### src/rtl/apb_slave_regbank.sv
`default_nettype none
// ============================================================================
//  Module      : apb_slave_regbank
//  Description : APB slave register bank of DEPTH 32-bit words with a fixed
//                number of pready wait states per access. Out-of-range
//                accesses complete normally: writes are dropped and reads
//                return zero.
//  Revision    : 1.0 - initial release
// ============================================================================
module apb_slave_regbank #(
    parameter int unsigned DEPTH       = 16,
    parameter int unsigned WAIT_STATES = 0
) (
    input  logic        pclk,
    input  logic        reset,
    input  logic        psel,
    input  logic        penable,
    input  logic        pwrite,
    input  logic [31:0] paddr,
    input  logic [31:0] pwdata,
    output logic [31:0] prdata,
    output logic        pready
);

    localparam int unsigned c_AW   = $clog2(DEPTH);
    localparam logic [3:0]  c_WS   = 4'(WAIT_STATES);

    localparam logic [0:0]  c_IDLE   = 1'b0;
    localparam logic [0:0]  c_ACCESS = 1'b1;

    logic [0:0]  r_state;
    logic [0:0]  w_next_state;
    logic [3:0]  r_cnt;
    logic [29:0] r_addr;     // word address (paddr[31:2]) of the transfer in flight
    logic        r_write;
    logic [31:0] r_wdata;
    logic [31:0] r_mem [DEPTH];
    logic [31:0] r_prdata;

    logic        w_setup;
    logic        w_access;
    logic        w_done;
    logic        w_dec;
    logic        w_rd_load;
    logic [29:0] w_rd_addr;
    logic        w_rd_in_range;
    logic [31:0] w_rd_data;
    logic        w_wr_in_range;
    logic        w_wr_en;
    logic        w_pready;
    logic        w_unused_addr_bits;

    // Byte-lane bits carry no meaning for a word-wide bank.
    assign w_unused_addr_bits = &{1'b0, paddr[1:0]};

    // Bus phase decode relative to the current state.
    assign w_setup  = (r_state == c_IDLE)   && psel && !penable;
    assign w_access = (r_state == c_ACCESS) && psel && penable;
    assign w_done   = w_access && (r_cnt == 4'd0);
    assign w_dec    = w_access && (r_cnt != 4'd0);

    // Read data is captured on the edge after which pready goes high, so it
    // comes from the live address at setup (no waits) or the latched one.
    assign w_rd_load = (w_setup && !pwrite && (c_WS == 4'd0)) ||
                       (w_dec && (r_cnt == 4'd1) && !r_write);
    assign w_rd_addr     = (r_state == c_IDLE) ? paddr[31:2] : r_addr;
    assign w_rd_in_range = (w_rd_addr[29:c_AW] == '0);
    assign w_rd_data     = w_rd_in_range ? r_mem[w_rd_addr[c_AW-1:0]] : 32'h0;

    assign w_wr_in_range = (r_addr[29:c_AW] == '0);
    assign w_wr_en       = w_done && r_write && w_wr_in_range;

    // State register.
    always_ff @(posedge pclk or posedge reset) begin
        if (reset) begin
            r_state <= c_IDLE;
        end else begin
            r_state <= w_next_state;
        end
    end

    // Next-state logic: setup opens an access, completion or abort closes it.
    always_comb begin
        w_next_state = r_state;
        case (r_state)
            c_IDLE: begin
                if (w_setup) begin
                    w_next_state = c_ACCESS;
                end
            end
            c_ACCESS: begin
                if (!psel || w_done) begin
                    w_next_state = c_IDLE;
                end
            end
            default: w_next_state = c_IDLE;
        endcase
    end

    // Output logic: pready depends only on registered state.
    always_comb begin
        w_pready = 1'b0;
        if ((r_state == c_ACCESS) && (r_cnt == 4'd0)) begin
            w_pready = 1'b1;
        end
    end

    // Transfer latches and wait-state counter.
    always_ff @(posedge pclk or posedge reset) begin
        if (reset) begin
            r_cnt   <= 4'd0;
            r_addr  <= '0;
            r_write <= 1'b0;
            r_wdata <= 32'h0;
        end else if (w_setup) begin
            r_cnt   <= c_WS;
            r_addr  <= paddr[31:2];
            r_write <= pwrite;
            r_wdata <= pwdata;
        end else if (w_dec) begin
            r_cnt   <= r_cnt - 4'd1;
        end
    end

    // Register storage; a write commits on its completion edge only.
    always_ff @(posedge pclk or posedge reset) begin
        if (reset) begin
            for (int i = 0; i < int'(DEPTH); i++) begin
                r_mem[i] <= 32'h0;
            end
        end else if (w_wr_en) begin
            r_mem[r_addr[c_AW-1:0]] <= r_wdata;
        end
    end

    // Read data register; holds its value until the next read load.
    always_ff @(posedge pclk or posedge reset) begin
        if (reset) begin
            r_prdata <= 32'h0;
        end else if (w_rd_load) begin
            r_prdata <= w_rd_data;
        end
    end

    assign prdata = r_prdata;
    assign pready = w_pready;

endmodule
`default_nettype wire
### config.mk
export PLATFORM = sky130hd
export DESIGN_NAME = apb_slave_regbank
export DESIGN_NICKNAME = d
export VERILOG_FILES = /design/src/rtl/apb_slave_regbank.sv
export SDC_FILE = /design/constraint.sdc
export NUM_CORES = 1
export LEC_CHECK = 0
export BUFFER_PORTS_ARGS = -buffer_cell sky130_fd_sc_hd__buf_2
export CORE_ASPECT_RATIO = 1.1
export CORE_MARGIN = 8
export CORE_UTILIZATION = 35
export DETAILED_ROUTE_END_ITERATION = 16
export GPL_TIMING_DRIVEN = 0
export HOLD_SLACK_MARGIN = 0.12
export RECOVER_POWER = 100
export SYNTH_ARGS = -nofsm -noshare
export SYNTH_HDL_FRONTEND = slang
export SYNTH_SLANG_ARGS = --single-unit
### constraint.sdc
create_clock -name pclk -period 21.3 [get_ports pclk]
set_input_delay 1.065 -clock pclk [delete_from_list [all_inputs] [get_ports pclk]]
set_output_delay 1.065 -clock pclk [all_outputs]
set_load 0.02 [all_outputs]
==> results_dict.tcl, run 1 <==
set metrics [dict create \
    cp_data_required_time_ns 20.25 \
    start_util 0.353 \
    final.period_utilization 0.425 \
    cts_tree "built" \
    layout.nets 2398 \
    synthMuxAreaShare 0.284 \
    clkLatencyLatePin_ns 0.61 \
    wirelength_um 81400 \
    hold_depth 1 \
    yosys.area_share.simple 0.0711 \
    violations "capacitance limit, slew limit" \
    use_met3 0.0275 \
    crit_buf_inv 3 \
    worstSetupPathType "input pin to asynchronous set/reset pin" \
    grt_setup_unrepaired "false" \
    r2r_cells 9 \
    setup_viol 0 \
    postCtsSetupBuffers 0 \
    status "finished, violations left" \
    synth_adder_area_share 0.000916 \
    via_per_inst 5.40 \
    grt_pass1_wl_um 123000 \
    final_util 0.402 \
    synth_ff_type "dfrtp_1" \
    cts_sinks 612 \
    hold_path_startpoint "r_mem[312]$_DFFE_PP0P_" \
    syn_to_final_growth_pct 13.9 \
    dieArea_um2 87300 \
    path_delay_family "buffers and inverters" \
    startpoint "reset" \
    cap_violations 3 \
    grt_usage 0.186 \
    dp_cells 3293 \
    cts_hold_buf 0 \
    leakage_uw 0.0148 \
    clock_skew_ns 0.0313 \
    final_cells 3409 \
    period_needed_ns 9.06 \
    hp-class "register to register" \
    synthesis.nets 2225 \
    path_common_cell "clkbuf_1" \
    cts_buffer_depth 3 \
    ff2ff_setup_slack_ns 16.90 \
    fp.dieH_um 309 \
    critPathArrivalTime_ns 8.01 \
    path_cells "clkbuf_1 -> clkinvlp_2 -> clkbuf_1" \
    cp.depth 3 \
    drtAntennaViolNets 0 \
    gp_congestion 0.849 \
    holdWs_ns 0.483 \
    io_pins 102 \
    ys_ff_latch 612 \
    avgSynthCellArea_um2 12.7 \
    synthCells 2154 \
    die_x_um 282 \
    synth_cell_types 40 \
    wl_per_cell_um 23.9 \
    critPathSlowestCell "clkbuf_1" \
    cts_buffers 67 \
    cp-end-kind "asynchronous set/reset pin" \
    grt_pass1_vias 19400 \
    rr_endpoint "prdata[24]$_DFFE_PP0P_" \
    placementRows 107 \
    worstReg2RegStart "r_state$_DFF_PP0_" \
    drcViolationCount 0 \
    ys_seq_area_frac 0.561 \
    use_met2 0.320 \
    grt_max_degree 136 \
    yosysWarnings 0 \
    stdcell_area_um2 31100 \
    power.density_nw_per_um2 88.5 \
    slew_violations 301 \
    portBuffers 99 \
    first_pass_iters 6 \
    grt-ovfl-total 0 \
    slowest_delay_ns 5.03 \
    dp_hpwl_um 54500 \
    synth_top_family_by_area "multiplexers" \
    root_buffer "clkbuf_16" \
    report.power.total_uw 2750 \
    synthXorXnorAreaFrac 0.000962 \
    synth_edf_count 0 \
    fmax_mhz 110 \
    peakVddDrop_mv 0.0673 \
    synth_compound_area_frac 0.0524 \
    top_usage_layer "met2" \
    relSlewSlack -3.72 \
    start_kind "input pin" \
    detailed_place.area_um2 29300 \
    met1_usage 0.234 \
    max_slew.worst_pin.slew_ns 7.08 \
    antenna_found_initial 2 \
    cts.clk_slew.worst_paths_ns 0.06 \
    htreeDepth 3 \
    core_um2 77400 \
    ctsResizeCount 0 \
    vias 18400 \
    syn_area_um2 27300 \
    drt-initial-drc-count 1306 \
    async_flop_share 1.00 \
    finalHoldViolCount 0 \
    min_to "r_mem[312]$_DFFE_PP0P_" \
    crit_fanout 130 \
    drive_gt1_frac 0.269 \
]
-- flip-flops by register name (all words and copies together), names as in the netlist --
register	flops
r_wdata	32
r_write	1
r_mem	512
prdata	32
r_state	1
r_addr	30
r_cnt	4
-- worst max-delay path by stage --
stage and endpoint:
4_1_cts prdata[13]$_DFFE_PP0P_, 2_1_floorplan prdata[0]$_DFFE_PP0P_, 3_5_place_dp prdata[16]$_DFFE_PP0P_, 5_1_grt prdata[16]$_DFFE_PP0P_
3_3_place_gp r_mem[327]$_DFFE_PP0P_, 6_report prdata[11]$_DFFE_PP0P_
-- metal layers --
| metal | vias to the layer above | wire, um |
|---|---|---|
| met3 | 154 | 4020 |
| met2 | 518 | 40300 |
| met4 | 2 | 3040 |
| li1 | 8045 | - |
| met5 | - | 12 |
| met1 | 9698 | 34000 |
-- worst reg2reg max path: stages (launching register included) --
cell,delay [ns]
dfrtp_1,0.33
clkbuf_1,0.41
mux2i_1,0.82
clkbuf_1,0.48
clkbuf_1,0.87
mux2i_1,0.30
o22ai_1,0.11
nor4_1,0.60
nor2_1,0.15
a22o_1,0.23
-- synth_stat cells (5+ instances only) --
cell / number / area [um^2]
mux2_2: 449 / 5060
buf_6: 6 / 67.6
and2_1: 5 / 31.3
mux2_1: 129 / 1450
nor4_1: 75 / 469
a22o_1: 32 / 280
clkbuf_1: 93 / 349
nor2_1: 52 / 195
dfrtp_1: 612 / 15300
o22ai_1: 64 / 400
nand2_1: 254 / 953
inv_1: 7 / 26.3
nor2b_1: 6 / 37.5
a21oi_1: 126 / 631
buf_2: 65 / 325
mux2i_1: 124 / 1240
nand3_2: 6 / 60.1
-- logic make-up (layout without fill, tap and decap cells) --
group	Yosys count	after routing
compound gates	235	235
xor+xnor	3	3
fa+ha+maj	2	2
buf+inv	180	399
flops	612	612
mux	703	703
other cells	0	1
simple gates	419	419
-- cell type report --
class	count	area, um^2
Antenna cell	1	2.50
Buffer	173	671
Clock buffer	94	1920
Clock inverter	21	246
Fill cell	7394	46300
Inverter	7	27.5
Multi-Input combinational cell	1362	11100
Sequential cell	612	15300
Tap cell	1035	1290
Timing Repair Buffer	104	543
-- layout by cell type (no fill, tap or decap), types with 10 or more instances in the layout --
cell	Yosys	routed
dfrtp_1	612	612
mux2_2	449	448
nand2_1	254	254
clkbuf_1	93	202
mux2_1	129	130
a21oi_1	126	126
mux2i_1	124	125
buf_2	65	82
nor4_1	75	76
clkbuf_16	0	68
o22ai_1	64	64
nor2_1	52	52
a22o_1	32	32
clkbuf_8	0	12
nand3_1	4	10
-- through the flow --
step	setup TNS [ns]	worst slack, ns
global placement	-1452.51	-2.47
global route	0	10.47
CTS	0	17.77
finish	0	12.24
detailed placement	0	17.24
floorplan	0	3.10
-- power by group --
group	switching, uW	internal, uW	total [uW]
logic	262	93.8	356
clock network	477	679	1160
registers	46.5	1190	1240
total	785	1970	2750
No activity file was read; power rests on OpenSTA's default activity.
==> run 2: changes to the inputs <==
clock period = 8.8 ns   (was 21.3 ns; I/O delays follow)
==> results_dict.tcl, run 2 (synthesized netlist as in run 1, its figures left out) <==
set metrics [dict create \
    drtAntennaViolNets 0 \
    min_to "r_addr[0]$_DFFE_PP0P_" \
    hp-class "input pin to register" \
    vias 18600 \
    clkLatencyLatePin_ns 0.61 \
    finalHoldViolCount 0 \
    postCtsSetupBuffers 0 \
    die_x_um 282 \
    first_pass_iters 5 \
    fmax_mhz 203 \
    start_util 0.353 \
    final.period_utilization 0.559 \
    grt_usage 0.189 \
    root_buffer "clkbuf_16" \
    power.density_nw_per_um2 211 \
    cts_hold_buf 61 \
    grt-ovfl-total 0 \
    io_pins 102 \
    drive_gt1_frac 0.264 \
    peakVddDrop_mv 0.124 \
    clock_skew_ns 0.0311 \
    htreeDepth 3 \
    via_per_inst 5.34 \
    grt_setup_unrepaired "false" \
    portBuffers 99 \
    cts_buffers 67 \
    fp.dieH_um 309 \
    setup_ws_ns 3.88 \
    hold_depth 2 \
    final_cells 3488 \
    grt_pass1_wl_um 125000 \
    rr_endpoint "prdata[11]$_DFFE_PP0P_" \
    ff2ff_setup_slack_ns 4.48 \
    cts_tree "built" \
    r2r_cells 9 \
    antenna_found_initial 1 \
    cts_sinks 612 \
    pre_cts_ws_ns 5.27 \
    violations "capacitance limit, slew limit" \
    worstReg2RegStart "r_state$_DFF_PP0_" \
    placementRows 107 \
    largest_reg_flops 512 \
    setup_viol 0 \
    holdWs_ns 0.144 \
    grt_max_degree 46 \
    cts_buffer_depth 3 \
    wl_per_cell_um 23.7 \
    start_kind "input pin" \
    dp_cells 3304 \
    syn_to_final_growth_pct 16.8 \
    critPathArrivalTime_ns 5.71 \
    wirelength_um 82700 \
    layout.cells.most_common "dfrtp_1" \
    crit_fanout 43 \
    top_register "r_mem" \
    cts.clk_slew.worst_paths_ns 0.06 \
    cp-end-kind "asynchronous set/reset pin" \
    gp_congestion 0.855 \
    drt-initial-drc-count 1308 \
    drcViolationCount 0 \
    worstSetupPathType "input pin to asynchronous set/reset pin" \
    cp_data_required_time_ns 9.59 \
    cap_violations 8 \
    status "finished, violations left" \
    core_um2 77400 \
    layout.nets 2470 \
    ctsResizeCount 0 \
    dieArea_um2 87300 \
    grt_pass1_vias 19900 \
    hold_path_startpoint "paddr[2]" \
    relSlewSlack -0.637 \
    dp_hpwl_um 55300 \
    slew_violations 295 \
    leakage_uw 0.0151 \
    period_needed_ns 4.92 \
    mostFrequentLayoutCells "dfrtp_1, mux2_2, nand2_1" \
    max_slew.worst_pin.slew_ns 2.46 \
]
-- run 2: cell type report --
| class | count | area (um^2) |
|---|---|---|
| flip-flops and latches | 612 | 15300 |
| repair buffers | 176 | 1250 |
| clock buffers | 104 | 2060 |
| multi-input cells | 1362 | 11100 |
| well taps | 1035 | 1290 |
| inverters | 7 | 27.5 |
| plain buffers | 173 | 671 |
| diodes | 3 | 7.51 |
| fillers | 7247 | 45500 |
| clock inverters | 16 | 191 |
-- run 2: worst max path at each step --
stage | from | end | slack (ns) | cells after the start
6_report | reset | r_mem[327]$_DFFE_PP0P_ | 3.88 | 8
5_1_grt | reset | r_mem[359]$_DFFE_PP0P_ | 3.03 | 8
4_1_cts | r_cnt[0]$_DFFE_PP0P_ | prdata[11]$_DFFE_PP0P_ | 5.25 | 8
3_5_place_dp | r_cnt[0]$_DFFE_PP0P_ | prdata[11]$_DFFE_PP0P_ | 5.27 | 8
3_3_place_gp | reset | r_mem[455]$_DFFE_PP0P_ | -2.98 | 2
2_1_floorplan | reset | prdata[0]$_DFFE_PP0P_ | 0.009 | 1
-- run 2: stage by stage --
step / instance area, um^2 / setup TNS [ns] / total power, uW / utilization
after global routing: 31900 / 0 / 6970 / 0.412
after global placement: 29100 / -1766.09 / 3890 / 0.376
after detailed placement: 29400 / 0 / 3930 / 0.380
final: 31900 / 0 / 6740 / 0.412
after floorplan: 27300 / 0 / 3510 / -
after CTS: 32300 / 0 / 6810 / 0.417
-- run 2: layer usage --
metal / GRT usage / routed length (um)
met5: 0 / 0
met4: 0.0854 / 3580
met3: 0.0310 / 4010
met2: 0.315 / 40600
met1: 0.241 / 34500
-- run 2: worst max-delay path: stages --
cell and delay (ns):
dlygate4sd3_1 0.53, buf_2 0.12, clkinvlp_2 0.24, clkbuf_1 1.59
clkbuf_1 1.84, buf_12 0.34, buf_12 0.27, buf_12 0.24
-- run 2: power by group --
part	internal [uW]	leakage (uW)	switching [uW]
combinational	249	0.00560	644
sequential	2890	0.00841	108
clock	1700	0.00111	1150
==> run 3: changes to the inputs <==
clock period = 4.49 ns   (was 8.8 ns; I/O delays follow)
==> results_dict.tcl, run 3 (synthesized netlist as in run 1, its figures left out) <==
set metrics [dict create \
    dp_cells 3304 \
    peakVddDrop_mv 0.242 \
    path_cells "clkbuf_1 -> mux2i_1 -> buf_2 -> buf_2 -> mux2i_1 -> o22ai_1 -> nor4_1 -> nor2_1 -> a22o_1" \
    htreeDepth 3 \
    layout.nets 2476 \
    layout.cells.most_common "dfrtp_1" \
    drcViolationCount 0 \
    hold_path_startpoint "psel" \
    final_cells 3493 \
    relSlewSlack -0.539 \
    drive_gt1_frac 0.268 \
    critPathArrivalTime_ns 4.26 \
    drtAntennaViolNets 0 \
    grt_setup_unrepaired "false" \
    mostFrequentLayoutCells "dfrtp_1, mux2_2, nand2_1" \
    via_per_inst 5.34 \
    cp_data_required_time_ns 4.98 \
    clkLatencyLatePin_ns 0.61 \
    gp_congestion 0.855 \
    fillers 7229 \
    violations "capacitance limit, slew limit" \
    placementRows 107 \
    syn_to_final_growth_pct 17.3 \
    grt_max_degree 46 \
    grt_pass1_wl_um 125000 \
    start_util 0.353 \
    cts_buffers 67 \
    grt-ovfl-total 0 \
    antenna_found_initial 1 \
    postCtsSetupBuffers 0 \
    crit_fanout 10 \
    cts.clk_slew.worst_paths_ns 0.06 \
    core_um2 77400 \
    wirelength_um 82600 \
    detailed_place.area_um2 29400 \
    r2r_cells 9 \
    power.density_nw_per_um2 413 \
    setup_viol 0 \
    cts_sinks 612 \
    worstReg2RegStart "r_state$_DFF_PP0_" \
    finalHoldViolCount 0 \
    dieArea_um2 87300 \
    crit_buf_inv 3 \
    min_to "r_cnt[1]$_DFFE_PP0P_" \
    ff2ff_setup_slack_ns 0.73 \
    die_x_um 282 \
    worstSetupPathType "register to register" \
    hp-class "input pin to register" \
    dp_hpwl_um 55300 \
    first_pass_iters 7 \
    portBuffers 99 \
    fp.dieH_um 309 \
    fmax_mhz 266 \
    io_pins 102 \
    start_kind "register" \
    cap_violations 3 \
    grt_usage 0.189 \
    final.period_utilization 0.838 \
    cp-end-kind "register" \
    critPathSlowestCell "mux2i_1" \
    wl_per_cell_um 23.6 \
    period_needed_ns 3.76 \
    grt_pass1_vias 19900 \
    ctsResizeCount 0 \
    slew_violations 116 \
    cts_hold_buf 67 \
    root_buffer "clkbuf_16" \
    largest_reg_flops 512 \
    drt-initial-drc-count 1387 \
    status "finished, violations left" \
    path_delay_family "buffers and inverters" \
    stdcell_area_um2 32100 \
    cts_buffer_depth 3 \
    leakage_uw 0.0152 \
    clock_skew_ns 0.0338 \
    max_slew.worst_pin.slew_ns 2.31 \
    hold_depth 4 \
    rr_endpoint "prdata[25]$_DFFE_PP0P_" \
    vias 18700 \
    cts_tree "built" \
    slowest_delay_ns 0.83 \
    top_register "r_mem" \
]
-- run 3: changes by cell type in the layout (fill, tap and decap cells not counted) --
cell | previous run | this run
clkbuf_1 | 209 | 199
dlygate4sd3_1 | 61 | 67
diode_2 | 3 | 2
buf_12 | 8 | 13
buf_2 | 83 | 88
-- run 3: where the power goes --
part	total, uW	switching (uW)	internal (uW)
sequential	5880	212	5660
clock	5590	2260	3330
combinational	1760	1260	501
-- run 3: stage by stage --
step	TNS [ns]	hold slack (ns)	util	total power, uW	setup slack, ns
final	0	0.180	0.414	13200	0.727
after global routing	0	0.222	0.414	13700	0.490
after CTS	0	0.144	0.418	13400	0.941
after detailed placement	0	0.193	0.380	7710	0.957
after global placement	-4271.93	0.457	0.376	7630	-7.08
after floorplan	-2500.37	0.326	-	6890	-4.09
-- run 3: metal layers --
| metal | wire length, um | track usage |
|---|---|---|
| met2 | 40400 | 0.315 |
| met3 | 3920 | 0.0308 |
| met1 | 34600 | 0.241 |
| met4 | 3670 | 0.0857 |
| met5 | 0 | 0 |
-- run 3: how the worst max path moves through the flow --
| stage | start | endpoint | cells after the start |
|---|---|---|---|
| 4_1_cts | r_cnt[0]$_DFFE_PP0P_ | prdata[11]$_DFFE_PP0P_ | 8 |
| 6_report | r_state$_DFF_PP0_ | prdata[25]$_DFFE_PP0P_ | 9 |
| 3_5_place_dp | r_cnt[0]$_DFFE_PP0P_ | prdata[11]$_DFFE_PP0P_ | 8 |
| 3_3_place_gp | reset | r_mem[455]$_DFFE_PP0P_ | 2 |
| 5_1_grt | reset | r_mem[271]$_DFFE_PP0P_ | 8 |
| 2_1_floorplan | reset | prdata[0]$_DFFE_PP0P_ | 1 |
-- run 3: final cells by class --
class | instances | area, um^2 | area share
Antenna cell | 2 | 5.00 | 0.000156
Buffer | 173 | 676 | 0.0211
Clock buffer | 104 | 2060 | 0.0642
Clock inverter | 16 | 191 | 0.00597
Inverter | 7 | 27.5 | 0.000859
Multi-Input combinational cell | 1362 | 11100 | 0.346
Sequential cell | 612 | 15300 | 0.478
Tap cell | 1035 | 1290 | 0.0404
Timing Repair Buffer | 182 | 1400 | 0.0436
-- run 3: worst min-delay path: stages --
cell	delay, ns
buf_2	0.12
nand4_1	0.20
a21oi_1	0.11
nor2_1	0.07
